===== config.mk =====
export PLATFORM = sky130hd
export DESIGN_NAME = multicycle_ctrl
export DESIGN_NICKNAME = d
export VERILOG_FILES = /design/src/rtl/ctrl_pkg.sv /design/src/rtl/ctrl_decode.sv /design/src/rtl/multicycle_ctrl.sv
export SDC_FILE = /design/constraint.sdc
export NUM_CORES = 1
export LEC_CHECK = 0
export CAP_MARGIN = 20
export CORE_ASPECT_RATIO = 0.7
export CORE_MARGIN = 1.5
export CORE_UTILIZATION = 30
export DETAILED_ROUTE_END_ITERATION = 12
export PLACE_DENSITY_LB_ADDON = 0.12
export RECOVER_POWER = 50
export SYNTH_ARGS = -nofsm -noshare
export SYNTH_HDL_FRONTEND = slang
export SYNTH_SLANG_ARGS = --single-unit

===== constraint.sdc =====
create_clock -name clk -period 3.6 [get_ports clk]
set_input_delay 0.72 -clock clk [delete_from_list [all_inputs] [get_ports clk]]
set_output_delay 0.72 -clock clk [all_outputs]
set_load 0.005 [all_outputs]

===== src/rtl/ctrl_pkg.sv =====
// Shared types for the multicycle control sequencer: opcodes, FSM states,
// the decoded control bundle and instruction field helpers.
package ctrl_pkg;

   typedef enum logic [3:0] {
      OP_ADDI = 4'h8,
      OP_LW   = 4'h9,
      OP_SW   = 4'hA,
      OP_BEQ  = 4'hB,
      OP_LI   = 4'hC,
      OP_NOP0 = 4'hD,
      OP_NOP1 = 4'hE,
      OP_HALT = 4'hF
   } opcode_e;

   typedef enum logic [2:0] {
      ST_IDLE,
      ST_FETCH,
      ST_DECODE,
      ST_EXEC,
      ST_MEM,
      ST_WB,
      ST_HALTED
   } state_e;

   localparam logic [3:0] ALUOP_ADD = 4'h0;
   localparam logic [3:0] ALUOP_BEQ = 4'h8;

   typedef struct packed {
      logic        mem_to_reg;
      logic        alu_src1;
      logic        alu_src2;
      logic [3:0]  alu_op;
      logic [2:0]  rd_addr1;
      logic [2:0]  rd_addr2;
      logic [2:0]  wr_addr;
      logic [15:0] imm;
      logic        has_mem;
      logic        has_wb;
      logic        is_sw;
      logic        is_beq;
      logic        is_halt;
   } ctrl_t;

   function automatic logic [3:0] f_op(input logic [15:0] ir);
      return ir[15:12];
   endfunction

   function automatic logic [2:0] f_rd(input logic [15:0] ir);
      return ir[11:9];
   endfunction

   function automatic logic [2:0] f_rs1(input logic [15:0] ir);
      return ir[8:6];
   endfunction

   function automatic logic [2:0] f_rs2(input logic [15:0] ir);
      return ir[5:3];
   endfunction

   function automatic logic [15:0] f_sext6(input logic [15:0] ir);
      return {{10{ir[5]}}, ir[5:0]};
   endfunction

   function automatic logic [15:0] f_sext9(input logic [15:0] ir);
      return {{7{ir[8]}}, ir[8:0]};
   endfunction

endpackage


===== src/rtl/ctrl_decode.sv =====
// Combinational instruction decode: IR word to datapath control bundle and
// sequencing flags. IR=0 decodes to an all-zero datapath control set.
module ctrl_decode
   import ctrl_pkg::*;
(
   input  logic [15:0] i_ir,
   output ctrl_t       o_ctrl
);

   logic [3:0] w_op;

   assign w_op = f_op(i_ir);

   always_comb begin
      o_ctrl          = '0;
      o_ctrl.alu_op   = ALUOP_ADD;
      o_ctrl.rd_addr1 = f_rs1(i_ir);
      o_ctrl.rd_addr2 = f_rs2(i_ir);
      o_ctrl.wr_addr  = f_rd(i_ir);
      o_ctrl.imm      = f_sext6(i_ir);
      if (!w_op[3]) begin
         o_ctrl.alu_op = w_op;
         o_ctrl.has_wb = 1'b1;
      end else begin
         case (w_op)
            OP_ADDI: begin
               o_ctrl.alu_src2 = 1'b1;
               o_ctrl.has_wb   = 1'b1;
            end
            OP_LW: begin
               o_ctrl.alu_src2   = 1'b1;
               o_ctrl.mem_to_reg = 1'b1;
               o_ctrl.has_mem    = 1'b1;
               o_ctrl.has_wb     = 1'b1;
            end
            OP_SW: begin
               o_ctrl.alu_src2 = 1'b1;
               o_ctrl.rd_addr2 = f_rd(i_ir);
               o_ctrl.has_mem  = 1'b1;
               o_ctrl.is_sw    = 1'b1;
            end
            OP_BEQ: begin
               o_ctrl.alu_op   = ALUOP_BEQ;
               o_ctrl.rd_addr1 = f_rd(i_ir);
               o_ctrl.rd_addr2 = f_rs1(i_ir);
               o_ctrl.is_beq   = 1'b1;
            end
            OP_LI: begin
               o_ctrl.alu_src1 = 1'b1;
               o_ctrl.alu_src2 = 1'b1;
               o_ctrl.imm      = f_sext9(i_ir);
               o_ctrl.has_wb   = 1'b1;
            end
            OP_HALT: o_ctrl.is_halt = 1'b1;
            default: ;
         endcase
      end
   end

endmodule


===== src/rtl/multicycle_ctrl.sv =====
// Multicycle FETCH/DECODE/EXEC/MEM/WB sequencer owning the FSM, PC, IR and
// retired-instruction counter; datapath controls are decoded from the IR.
module multicycle_ctrl
   import ctrl_pkg::*;
#(
   parameter int unsigned PC_W  = 8,
   parameter int unsigned CNT_W = 16
) (
   input  logic             clk,
   input  logic             reset,
   input  logic             run,
   output logic [PC_W-1:0]  imem_addr,
   input  logic [15:0]      imem_rdata,
   input  logic             take_branch,
   output logic             RegWrite,
   output logic             MemWrite,
   output logic             MemToReg,
   output logic             ALUSrc1,
   output logic             ALUSrc2,
   output logic [3:0]       ALUOp,
   output logic [2:0]       rd_addr1,
   output logic [2:0]       rd_addr2,
   output logic [2:0]       wr_addr,
   output logic [15:0]      imm,
   output logic [PC_W-1:0]  pc,
   output logic             halted,
   output logic [CNT_W-1:0] instr_count
);

   state_e           r_state;
   state_e           w_state_next;
   logic [PC_W-1:0]  r_pc;
   logic [PC_W-1:0]  w_pc_next;
   logic [15:0]      r_ir;
   logic [CNT_W-1:0] r_cnt;
   logic             w_retire;
   ctrl_t            w_ctrl;

   ctrl_decode u_decode (
      .i_ir   (r_ir),
      .o_ctrl (w_ctrl)
   );

   always_comb begin
      w_state_next = r_state;
      case (r_state)
         ST_IDLE:   if (run) w_state_next = ST_FETCH;
         ST_FETCH:  w_state_next = ST_DECODE;
         ST_DECODE: w_state_next = ST_EXEC;
         ST_EXEC: begin
            if (w_ctrl.is_halt)      w_state_next = ST_HALTED;
            else if (w_ctrl.has_mem) w_state_next = ST_MEM;
            else if (w_ctrl.has_wb)  w_state_next = ST_WB;
            else                     w_state_next = ST_FETCH;
         end
         ST_MEM:    w_state_next = w_ctrl.has_wb ? ST_WB : ST_FETCH;
         ST_WB:     w_state_next = ST_FETCH;
         ST_HALTED: w_state_next = ST_HALTED;
         default:   w_state_next = ST_IDLE;
      endcase
   end

   // Branch offset is relative to pc+1 and wraps with the PC width.
   assign w_pc_next = r_pc + PC_W'(1) +
                      ((w_ctrl.is_beq && take_branch) ? w_ctrl.imm[PC_W-1:0] : '0);

   assign w_retire = (r_state == ST_EXEC || r_state == ST_MEM || r_state == ST_WB) &&
                     (w_state_next == ST_FETCH || w_state_next == ST_HALTED);

   always_ff @(posedge clk or posedge reset) begin
      if (reset) begin
         r_state <= ST_IDLE;
         r_pc    <= '0;
         r_ir    <= '0;
         r_cnt   <= '0;
      end else begin
         r_state <= w_state_next;
         if (r_state == ST_DECODE) r_ir <= imem_rdata;
         // HALT keeps the PC on its own address so fetch stays frozen there.
         if (r_state == ST_EXEC && !w_ctrl.is_halt) r_pc <= w_pc_next;
         if (w_retire && r_cnt != '1) r_cnt <= r_cnt + CNT_W'(1);
      end
   end

   assign imem_addr   = r_pc;
   assign pc          = r_pc;
   assign halted      = (r_state == ST_HALTED);
   assign instr_count = r_cnt;
   assign RegWrite    = (r_state == ST_WB);
   assign MemWrite    = (r_state == ST_MEM) && w_ctrl.is_sw;
   assign MemToReg    = w_ctrl.mem_to_reg;
   assign ALUSrc1     = w_ctrl.alu_src1;
   assign ALUSrc2     = w_ctrl.alu_src2;
   assign ALUOp       = w_ctrl.alu_op;
   assign rd_addr1    = w_ctrl.rd_addr1;
   assign rd_addr2    = w_ctrl.rd_addr2;
   assign wr_addr     = w_ctrl.wr_addr;
   assign imm         = w_ctrl.imm;

endmodule

==> impl_metrics.env, run 1 <==
export IMPL_outcome="finished, violations left"
export IMPL_violations="capacitance limit, slew limit"
export IMPL_drtIter0Drc=97
export IMPL_setup_viol=0
export IMPL_worstPathArrival_ns=2.28
export IMPL_drcViolationCount=0
export IMPL_period_share=0.8341
export IMPL_synth_area_leader_cell="dfrtp_1"
export IMPL_path_clk_slew_ns=0.06
export IMPL_chipHeight_um=82.80
export IMPL_hold_class="reg2reg"
export IMPL_cts_max_level=2
export IMPL_cp_required_ns=2.88
export IMPL_syn_nets=305
export IMPL_drv_slew=62
export IMPL_p_leak_nw=1.580
export IMPL_synth_edf_count=0
export IMPL_ios=87
export IMPL_netlist_area_mm2=0.002729
export IMPL_ys_seq_elements=43
export IMPL_crit_chain="and4bb_1 -> nand2b_1 -> nand2_1 -> clkdlybuf4s50_1"
export IMPL_synth_cell_types=48
export IMPL_track_usage=0.1480
export IMPL_final_common_cell="clkdlybuf4s50_1"
export IMPL_rsz0062_at_grt="no"
export IMPL_post_cts_buffers=0
export IMPL_via_per_inst=4.733
export IMPL_ant_nets=0
export IMPL_place_congestion=0.8576
export IMPL_critPathKind="reg2out"
export IMPL_hpwl_mm=5.089
export IMPL_max_stage_delay_ns=0.66
export IMPL_synthTopCellsByArea="dfrtp_1, mux2_1, buf_4, xnor2_1, nand2_1"
export IMPL_clockRootBuffer="clkbuf_16"
export IMPL_cp_max_fo=14
export IMPL_grt_max_degree=44
export IMPL_grt_overflow_total=0
export IMPL_power_density_mw_per_mm2=772.6
export IMPL_syn_area_per_cell_um2=9.887
export IMPL_tightest_slew_ns=2.317
export IMPL_synthArstFlopShare=1.000
export IMPL_portBuffers=86
export IMPL_worst_setup_path_end_kind="primary output"
export IMPL_layout_nets=362
export IMPL_numCtsBuffers=5
export IMPL_cp_num_buf_inv=1
export IMPL_hold_buffers=0
export IMPL_insertion_delay_ns=0.28
export IMPL_grt_pass1_vias=2032
export IMPL_wl_per_cell_um=14.73
export IMPL_area_growth_synth_to_final_pct=32.46
export IMPL_vdd_ir_drop_max_mv=0.2893
export IMPL_rows=28
export IMPL_antenna_found_initial=0
export IMPL_synth_warnings=0
export IMPL_synth_top_area_share=0.3943
export IMPL_drt_total_wl_mm=6.686
export IMPL_slew_limit_headroom=-0.5567
export IMPL_drive_gt1_frac=0.05389
export IMPL_clock_skew_ns=0.005166
export IMPL_cts_tree="built"
export IMPL_start_util=0.3154
export IMPL_n_antenna_cell=0
export IMPL_post_cts_resized=0
export IMPL_setup_worst_path_start_class="register"
export IMPL_core_area_mm2=0.008653
export IMPL_grt_first_pass_wirelength_mm=10.78
export IMPL_final_cell_mix="clkdlybuf4s50_1, dfrtp_1, nand2_1, xnor2_1, mux2_1"
export IMPL_tns_ns=0
export IMPL_max_cap_violations=2
export IMPL_slowest_stage="dfrtp_1"
export IMPL_clockBufferDepth=2
export IMPL_routed_via_count=2149
export IMPL_clock_sinks=43
export IMPL_ys_flop_type="dfrtp_1"
export IMPL_syn_inst=276
export IMPL_hold_viol=0
export IMPL_first_pass_iters=4
export IMPL_fmax_mhz=333.0
export IMPL_dieArea_mm2=0.009687
export IMPL_critPathTopFamily="simple AND/OR/NAND/NOR gates"
export IMPL_die_w_um=117.0
export IMPL_place_inst=446
export IMPL_period_minus_slack_ns=3.003
export IMPL_synth_seq_area_share=0.3943
export IMPL_stdcell_count=454
[synthesized netlist by cell type, drive strengths merged, types with 5 or more instances]
cell type,instances
a21oi,9
and3,15
buf,33
dfrtp,43
ha,8
inv,12
mux2,18
mux2i,5
nand2,32
nand3,11
nand4,11
nor2,7
nor2b,5
nor3,5
o21ai,13
xnor2,17
[metrics by stage]
step	cell area, µm²	utilization	power, mW	hold WS (ns)	setup slack, ns
3_3_place_gp	3482	0.4024	2.364	0.4823	0.7873
4_1_cts	3638	0.4205	2.870	0.5064	0.5773
6_report	3615	0.4177	2.793	0.4926	0.5971
2_1_floorplan	2729	-	1.771	0.4736	1.216
5_1_grt	3615	0.4177	3.042	0.5371	0.4179
3_5_place_dp	3482	0.4024	2.374	0.4978	0.6686
[flip-flops by register name (all words and copies together), names as in the netlist]
signal	cells
instr_count	16
r_state	3
r_ir	16
imem_addr	8
[report_power, final]
group / leakage, nW / switching (mW) / internal, mW
logic: 0.961 / 0.554 / 0.828
clock network: 0.0772 / 0.179 / 0.295
registers: 0.543 / 0.276 / 0.660
[final cells by class]
class	count	area, µm²
Fill cell	848	5039
Timing Repair Buffer	86	860.8
Clock buffer	8	156.4
Sequential cell	43	1076
Tap cell	120	150.1
Multi-Input combinational cell	185	1326
Inverter	12	45.04
[layer usage]
layer,global-route usage,routed length [µm]
met1,0.2308,3616
met2,0.2047,2667
met3,0.03413,375
met4,0.03012,27
met5,0,0
[cell families after synthesis]
kind of cell,share of synthesized area
AOI/OAI and AO/OA,0.07336
adders and majority gates,0.04769
xor gates and xnor gates,0.05456
buffers and inverters,0.1110
DFF,0.3943
muxes,0.09262
and+or+nand+nor,0.2265
[worst paths after layout]
| kind | start | to | slack [ns] | depth (start not counted) |
|---|---|---|---|---|
| setup / recovery | r_ir[12] | imm[10] | 0.60 | 4 |
| hold / removal | imem_addr[7] | imem_addr[7] | 0.49 | 1 |
| setup reg to reg | r_state[0] | r_ir[5] | 0.77 | 2 |
| hold reg to reg | imem_addr[7] | imem_addr[7] | 0.49 | 1 |
| max in group asynchronous | reset | imem_addr[4] | 1.18 | 2 |
| min in group asynchronous | reset | r_ir[2] | 1.40 | 2 |
Note: power is estimated with default switching activity, not from simulation.
==> run 2, diff against run 1 <==
==> constraint.sdc (replaced) <==
create_clock -name clk -period 3.1 [get_ports clk]
set_input_delay 0.62 -clock clk [delete_from_list [all_inputs] [get_ports clk]]
set_output_delay 0.62 -clock clk [all_outputs]
set_load 0.005 [all_outputs]
==> run 2 against run 1 <==
  * The flow now finishes without violations
  * Cell count increased by 0.88%
  * Combinational power grew 18%
  * Clock power is 8.2% higher
  * Critical endpoint is now imm[15]
  * Highest routed layer unchanged
  * Via count is 0.14% higher
  * Power grew 14%
  * Global-route usage is 0.063 points higher
  * Clock-buffer cell count is 1 lower
  * Largest cell class unchanged
==> impl_metrics.env, run 2 (synthesized netlist as in run 1, its figures left out) <==
export IMPL_portBuffers=86
export IMPL_antenna_found_initial=0
export IMPL_clockBufferDepth=2
export IMPL_layout_nets=366
export IMPL_seqPwrFrac=0.330
export IMPL_area_growth_synth_to_final_pct=32.46
export IMPL_drcViolationCount=0
export IMPL_numCtsBuffers=5
export IMPL_chipHeight_um=82.80
export IMPL_tightest_slew_ns=1.348
export IMPL_period_minus_slack_ns=2.831
export IMPL_setup_viol=0
export IMPL_post_cts_buffers=0
export IMPL_slowest_stage="clkdlybuf4s50_1"
export IMPL_cp_required_ns=2.48
export IMPL_via_per_inst=4.699
export IMPL_drv_slew=0
export IMPL_power_frac_comb=0.510
export IMPL_insertion_delay_ns=0.28
export IMPL_core_area_mm2=0.008653
export IMPL_dieArea_mm2=0.009687
export IMPL_path_clk_slew_ns=0.06
export IMPL_setup_worst_path_start_class="register"
export IMPL_grt_pass1_vias=2007
export IMPL_cp_max_fo=11
export IMPL_clockRootBuffer="clkbuf_16"
export IMPL_hpwl_mm=5.292
export IMPL_period_share=0.9133
export IMPL_cts_max_level=2
export IMPL_max_stage_delay_ns=0.57
export IMPL_grt_first_pass_wirelength_mm=10.83
export IMPL_vdd_ir_drop_max_mv=0.3072
export IMPL_power_total_mw=3.194
export IMPL_power_density_mw_per_mm2=883.6
export IMPL_hold_buffers=0
export IMPL_rows=28
export IMPL_drive_gt1_frac=0.05325
export IMPL_clock_skew_ns=0.005857
export IMPL_critPathKind="reg2out"
export IMPL_fmax_mhz=353.2
export IMPL_ios=87
export IMPL_internal_power_mw=2.012
export IMPL_first_pass_iters=4
export IMPL_hold_class="reg2reg"
export IMPL_tns_ns=0
export IMPL_clock_sinks=43
export IMPL_worstPathArrival_ns=2.21
export IMPL_hold_viol=0
export IMPL_crit_chain="and4bb_1 -> nand2b_1 -> nand2_1 -> clkdlybuf4s50_1"
export IMPL_n_antenna_cell=0
export IMPL_final_common_cell="clkdlybuf4s50_1"
export IMPL_netSwitchingFraction=0.3701
export IMPL_grt_max_degree=24
export IMPL_switchingPower_mw=1.182
export IMPL_drtIter0Drc=64
export IMPL_ant_nets=0
export IMPL_post_cts_resized=0
export IMPL_place_congestion=0.8622
export IMPL_max_cap_violations=0
export IMPL_track_usage=0.1486
export IMPL_outcome="complete, no violations"
export IMPL_wl_per_cell_um=15.01
export IMPL_die_w_um=117.0
export IMPL_slew_limit_headroom=0.09643
export IMPL_routed_via_count=2152
export IMPL_cts_tree="built"
export IMPL_rsz0062_at_grt="no"
export IMPL_final_cell_mix="clkdlybuf4s50_1, dfrtp_1, nand2_1, dlygate4sd3_1"
export IMPL_power_frac_clock=0.160
export IMPL_worst_setup_path_end_kind="primary output"
export IMPL_start_util=0.3154
export IMPL_grt_overflow_total=0
export IMPL_drt_total_wl_mm=6.876
export IMPL_p_leak_nw=1.604
export IMPL_fillers=888
[run 2: final cells by class]
| type | count | area (µm²) | share of cell area |
|---|---|---|---|
| Multi-Input combinational cell | 185 | 1326 | 0.3669 |
| Timing Repair Buffer | 90 | 879.6 | 0.2433 |
| Inverter | 12 | 45.04 | 0.01246 |
| Sequential cell | 43 | 1076 | 0.2977 |
| Clock inverter | 1 | 5.005 | 0.001385 |
| Tap cell | 120 | 150.1 | 0.04154 |
| Clock buffer | 7 | 132.6 | 0.03669 |
[run 2: metal layers]
layer  vias up  track usage  wire length [µm]
li1       1071            -                 -
met1      1015       0.2348              3803
met2        62       0.2006              2647
met3         4      0.03195               389
met4         0      0.03614                35
met5         -            0                 0
[run 2: worst max-delay path, delay by kind of cell, from the launching register on]
family / cells / cell delay [ns]
and+or+nand+nor: 3 / 0.81
buffers and inverters: 1 / 0.57
DFF: 1 / 0.54
[run 2: worst paths after layout]
path,startpoint,slack (ns),depth (start not counted),endpoint
max in group asynchronous,reset,1.02,3,instr_count[3]
min in group asynchronous,reset,0.97,2,imem_addr[0]
setup reg to reg,r_ir[14],0.45,11,imem_addr[6]
hold / removal,instr_count[13],0.48,1,instr_count[13]
setup / recovery,r_ir[13],0.27,4,imm[15]
hold reg to reg,instr_count[13],0.48,1,instr_count[13]
[run 2: metrics by stage]
| stage | setup slack [ns] | instance area (µm²) | std cells | util | hold WS (ns) |
|---|---|---|---|---|---|
| 6_report | 0.2687 | 3615 | 458 | 0.4177 | 0.4840 |
| 5_1_grt | 0.09434 | 3615 | 458 | 0.4177 | 0.5169 |
| 2_1_floorplan | 0.7160 | 2729 | 276 | - | 0.4736 |
| 3_5_place_dp | 0.3212 | 3512 | 450 | 0.4059 | 0.4880 |
| 4_1_cts | 0.2370 | 3650 | 458 | 0.4218 | 0.4959 |
| 3_3_place_gp | 0.3797 | 3512 | 450 | 0.4059 | 0.4874 |
[run 2: power by group through the flow]
stage               logic, mW  registers (mW)  clock network, mW
floorplan                1.12           0.935                  0
global placement         1.70            1.07                  0
detailed placement       1.71            1.07                  0
CTS                      1.72            1.07              0.527
global route             1.80            1.11              0.549
finish                   1.63            1.05              0.513
==> run 3, diff against run 2 <==
--- a/config.mk
+++ b/config.mk
@@ -15,3 +15,4 @@
 export SYNTH_ARGS = -nofsm -noshare
 export SYNTH_HDL_FRONTEND = slang
 export SYNTH_SLANG_ARGS = --single-unit
+export TNS_END_PERCENT = 5
==> results of run 3 <==
No change in the layout: final DEF, timing and power equal those of run 2.
